### src/rtl/car_security_pkg.sv
// Shared types and encodings for the car security controller blocks.
package car_security_pkg;

  localparam int unsigned VALUE_WIDTH = 4;

  typedef enum logic [1:0] {
    IDLE,
    COUNTING,
    EXPIRED
  } timer_state_t;

  // Interval selectors driven by the alarm FSM into the time-parameter block.
  localparam logic [1:0] ARM_DELAY       = 2'b00;
  localparam logic [1:0] DRIVER_DELAY    = 2'b01;
  localparam logic [1:0] PASSENGER_DELAY = 2'b10;
  localparam logic [1:0] ALARM_ON        = 2'b11;

endpackage

### src/rtl/second_prescaler.sv
// Divides the system clock down to a one-cycle tick every TICKS_PER_SECOND cycles.
module second_prescaler #(
  parameter int unsigned TICKS_PER_SECOND = 50_000_000
) (
  input  logic clock,
  input  logic systemResetN,
  input  logic enable,
  input  logic clear,
  output logic tick
);

  localparam int unsigned CntW = $clog2(TICKS_PER_SECOND);
  localparam logic [CntW-1:0] LastCnt = CntW'(TICKS_PER_SECOND - 1);

  logic [CntW-1:0] count_q, count_d;

  assign tick = enable && (count_q == LastCnt);

  // Held at zero while disabled so every countdown starts with a full second.
  always_comb begin
    count_d = count_q + CntW'(1);
    if (clear || !enable || tick) begin
      count_d = '0;
    end
  end

  always_ff @(posedge clock or negedge systemResetN) begin
    if (!systemResetN) begin
      count_q <= '0;
    end else begin
      count_q <= count_d;
    end
  end

endmodule

### src/rtl/countdown_timer.sv
// Seconds countdown timer: latches a value on start, counts it down, pulses expired at zero.
module countdown_timer
  import car_security_pkg::*;
#(
  parameter int unsigned TICKS_PER_SECOND = 50_000_000,
  parameter int unsigned VALUE_WIDTH      = 4
) (
  input  logic                   clock,
  input  logic                   systemResetN,
  input  logic                   startTimer,
  input  logic                   cancelTimer,
  input  logic [VALUE_WIDTH-1:0] value,
  output logic                   busy,
  output logic                   expired,
  output logic                   secondTick,
  output logic [VALUE_WIDTH-1:0] secondsRemaining
);

  timer_state_t           state_q, state_d;
  logic [VALUE_WIDTH-1:0] remaining_q, remaining_d;
  logic                   second_tick_q, second_tick_d;
  logic                   tick;

  second_prescaler #(
    .TICKS_PER_SECOND(TICKS_PER_SECOND)
  ) u_prescaler (
    .clock       (clock),
    .systemResetN(systemResetN),
    .enable      (state_q == COUNTING),
    .clear       (startTimer || cancelTimer),
    .tick        (tick)
  );

  // Priority: start > cancel > tick. A tick coinciding with start/cancel is dropped.
  always_comb begin
    state_d       = state_q;
    remaining_d   = remaining_q;
    second_tick_d = 1'b0;
    if (startTimer) begin
      remaining_d = value;
      state_d     = (value != '0) ? COUNTING : EXPIRED;
    end else begin
      case (state_q)
        COUNTING: begin
          if (cancelTimer) begin
            state_d     = IDLE;
            remaining_d = '0;
          end else if (tick) begin
            second_tick_d = 1'b1;
            if (remaining_q == VALUE_WIDTH'(1)) begin
              remaining_d = '0;
              state_d     = EXPIRED;
            end else begin
              remaining_d = remaining_q - VALUE_WIDTH'(1);
            end
          end
        end
        EXPIRED: state_d = IDLE;
        default: state_d = state_q;
      endcase
    end
  end

  always_ff @(posedge clock or negedge systemResetN) begin
    if (!systemResetN) begin
      state_q       <= IDLE;
      remaining_q   <= '0;
      second_tick_q <= 1'b0;
    end else begin
      state_q       <= state_d;
      remaining_q   <= remaining_d;
      second_tick_q <= second_tick_d;
    end
  end

  assign busy             = (state_q == COUNTING);
  assign expired          = (state_q == EXPIRED);
  assign secondTick       = second_tick_q;
  assign secondsRemaining = remaining_q;

endmodule

### config.mk
export PLATFORM = sky130hd
export DESIGN_NAME = countdown_timer
export DESIGN_NICKNAME = d
export VERILOG_FILES = /design/src/rtl/car_security_pkg.sv /design/src/rtl/second_prescaler.sv /design/src/rtl/countdown_timer.sv
export SDC_FILE = /design/constraint.sdc
export NUM_CORES = 1
export LEC_CHECK = 0
export BUFFER_PORTS_ARGS = -buffer_cell sky130_fd_sc_hd__buf_2
export CORE_MARGIN = 2
export CORE_UTILIZATION = 59
export CTS_CLUSTER_DIAMETER = 60
export DETAILED_ROUTE_END_ITERATION = 6
export PLACE_DENSITY = 0.8
export SYNTH_ARGS = -nofsm -noshare
export SYNTH_HDL_FRONTEND = slang
export SYNTH_SLANG_ARGS = --single-unit
### constraint.sdc
create_clock -name clock -period 2.5 [get_ports clock]
set_clock_uncertainty 0.1 [all_clocks]
set_input_delay 0.125 -clock clock [delete_from_list [all_inputs] [get_ports clock]]
set_output_delay 0.125 -clock clock [all_outputs]
set_load 0.005 [all_outputs]
==> results.md <==
* Number of global-route vias before repair at 1402
* CP Depth at 4
* Total clock sinks at 33
* VDD IR max at 355 uV
* R2R Path Start: u_prescaler.count_q[10]
* Initial Utilization at 60.6%
* R2R Path End: secondsRemaining[3]
* Main synth FF type: dfrtp_1
* Distinct cell type count after synthesis at 40
* Total gr overflow at 0
* Final #Nets at 219
* CP Launch Point: u_prescaler.count_q[10]
* Die H at 59.6 um
* H-tree level count at 2
* Final hold vios at 0
* Layout cell share with drive strength beyond 1 at 14.8%
* Worst R2R Path Depth at 4
* Synth async-reset ratio at 100%
* # rows at 20
* Die area at ~3500 um2
* Fmax at 448 MHz
* Area Growth Syn to Fin at 10.2%
* Remaining DRCs at 0
* Die X at 59.6 um
* RSZ-0062 raised after global routing: no
* Total track usage at a little under a quarter
* Worst path max stage delay at between 500 and 600 ps
* Reg2Reg Setup Slack at approximately 270 ps
* Global-route wire length before repair at 6240 um
* Core Util, Final at about two thirds
* Worst Path Arrival at 2370 ps
* Total power at 1.07 mW
* Syn Nets at 203
* Setup Buffers After CTS at 0
* Seq/Total Area, Yosys at between 40 and 50%
* Antenna Nets Post-Route at 0
* WL/cell at 15.8 um
* DR vias/cell at around 6.4
* Delay-heaviest family, CP: simple AND/OR/NAND/NOR gates
* #FFs+latches synth at 33
* # setup viols final at 0
* Crit path kind: flop to flop
* Crit-path max FO at 4
* Slew @ Worst Pin at 725 ps
* Final wirelength at 3830 um
* Leakage power at 0.818 nW
* Detailed Place HPWL at around 2700 um
* Worst setup EP type: flop
* Cts bufs inserted at 5
* CTS tree: built
* Io pins at 15
* HP Class: input pin to flop
* Count of pins over their slew limit at 0
* Core area at approximately 3000 um2
* Antenna cells at 0
* Initial antenna violation count at 0
* Clk buf depth at 2
* Relative slew slack at between 50% and 60%
* Worst setup SP type: flop
* Syn Inst Count at 192
* Drt first-iter violations at 90
* Worst Setup EP: secondsRemaining[3]
* Syn_area_per_cell at between 9 and 10 um2
* Largest net degree at the start of global routing at 34
* Final period utilization at between 80% and 90%
* Count of flip-flops with a built-in enable after synthesis at 0
* CTS root buffer: clkbuf_4
* Reg clk slew, reported paths at between 100 and 150 ps
* Worst EP required at 2640 ps
* PwrDens at 533 nW/um2
* Outcome: completed
* Routability cong. at 0.760
* Post-cts sizing count at 0
* Tmin final at 2230 ps
* DRT Pass-1 Iters at 4
* Yosys warnings at 0
* Clock Latency Late Sink at about 340 ps
* Vias at 1540
* Post-Syn Area at 1820 um2
* Setup_tns at 0 ps
* Slowest-stage cell, CP: or4_1
* Number of port buffers at 14
* # hold bufs at CTS at 1
* Max-Cap Viols at 0
* Cell Chain, Critical Path: or4_1 > or4_4 > o21a_4 > mux2_4
* WP buf/inv at 0
-- cell type report --
class	instances	area [um2]
sequential	33	826
fill	249	996
timing repair buffer	18	115
tap	33	41.3
clock inverter	1	5.00
multi-input combinational	142	925
clock buffer	7	65.1
inverter	8	30.0
-- Yosys cell counts, types with 2 or more instances --
cell,instances,area share [%]
a21oi_1,16,4.4
a22o_1,2,0.96
and3_1,5,1.7
and4_1,3,1.4
buf_2,2,0.55
clkbuf_1,6,1.2
dfrtp_1,33,45
ha_1,3,2.1
inv_1,8,1.6
mux2i_1,2,1.1
nand2_1,10,2.1
nand2b_1,3,1.0
nand3_1,9,2.5
nand4_1,8,2.7
nor2_1,13,2.7
nor2b_1,2,0.69
nor3_1,4,1.1
nor4_1,2,0.69
o21ai_0,9,2.5
o31ai_1,8,3.3
or3_1,7,2.4
or4_1,10,4.1
xnor2_1,4,1.9
xor2_1,7,3.4
-- layer usage --
layer / global-route usage [%] / up-vias / part of all wire [%]
met4: 6.67 / 0 / 1.4
li1: - / 742 / -
met2: 39.6 / 28 / 49
met1: 30.2 / 763 / 46
met5: 0 / - / 0
met3: 5.90 / 7 / 3.4
-- through the flow --
stage | cell area (um2) | setup slack (ps) | std cells | hold slack (ps)
final | 2010 | 270 | 242 | 23.5
after global routing | 2010 | 229 | 242 | 34.2
after CTS | 2010 | 262 | 242 | 11.8
after detailed placement | 1930 | 286 | 233 | 124
after global placement | 1930 | 305 | 233 | 109
after floorplan | 1820 | 340 | 192 | -271
-- how the worst min path moves through the flow --
stage,cells past startpoint,from,endpoint
floorplan,0,systemResetN,secondTick
global placement,1,systemResetN,u_prescaler.count_q[23]
detailed placement,1,systemResetN,u_prescaler.count_q[21]
CTS,3,value[1],secondsRemaining[1]
global route,3,value[1],secondsRemaining[1]
finish,3,value[1],secondsRemaining[1]
-- worst min-delay path: stages --
cell and delay (ps):
buf_2 100, a21oi_1 70, mux2i_1 130
-- state kept, by name, indices dropped and copies added, names as in the netlist --
name                 cells
u_prescaler.count_q     26
secondsRemaining         4
state_q                  2
secondTick               1
-- power by group --
| part | internal (mW) | switching, mW |
|---|---|---|
| registers | 0.552 | 0.0217 |
| logic | 0.0665 | 0.0781 |
| clock network | 0.163 | 0.189 |
-- cells by family (layout without fill, tap and decap cells) --
family	after synthesis	count (layout)	share of synthesized area [%]
compound gates	42	42	15.3
buf+inv	17	34	3.85
fa+ha+maj	3	3	2.06
flops	33	33	45.4
mux	3	3	1.92
xor+xnor	11	11	5.29
simple gates	83	83	26.3
-- cells in the final DEF (no fill, tap or decap), types with 3 or more instances in the layout --
cell,synthesis,layout
ha_1,3,3
xor2_1,7,7
o21ai_0,9,9
and3_1,5,5
or3_1,7,7
and4_1,3,3
nor2_1,13,13
xnor2_1,4,4
inv_1,8,8
o31ai_1,8,8
clkbuf_4,0,5
a21oi_1,16,16
nand2_1,10,10
dfrtp_1,33,33
nand3_1,9,9
nand4_1,8,8
nand2b_1,3,3
buf_2,2,14
or4_1,10,10
nor3_1,4,4
Power figures use the tool's default switching activity.
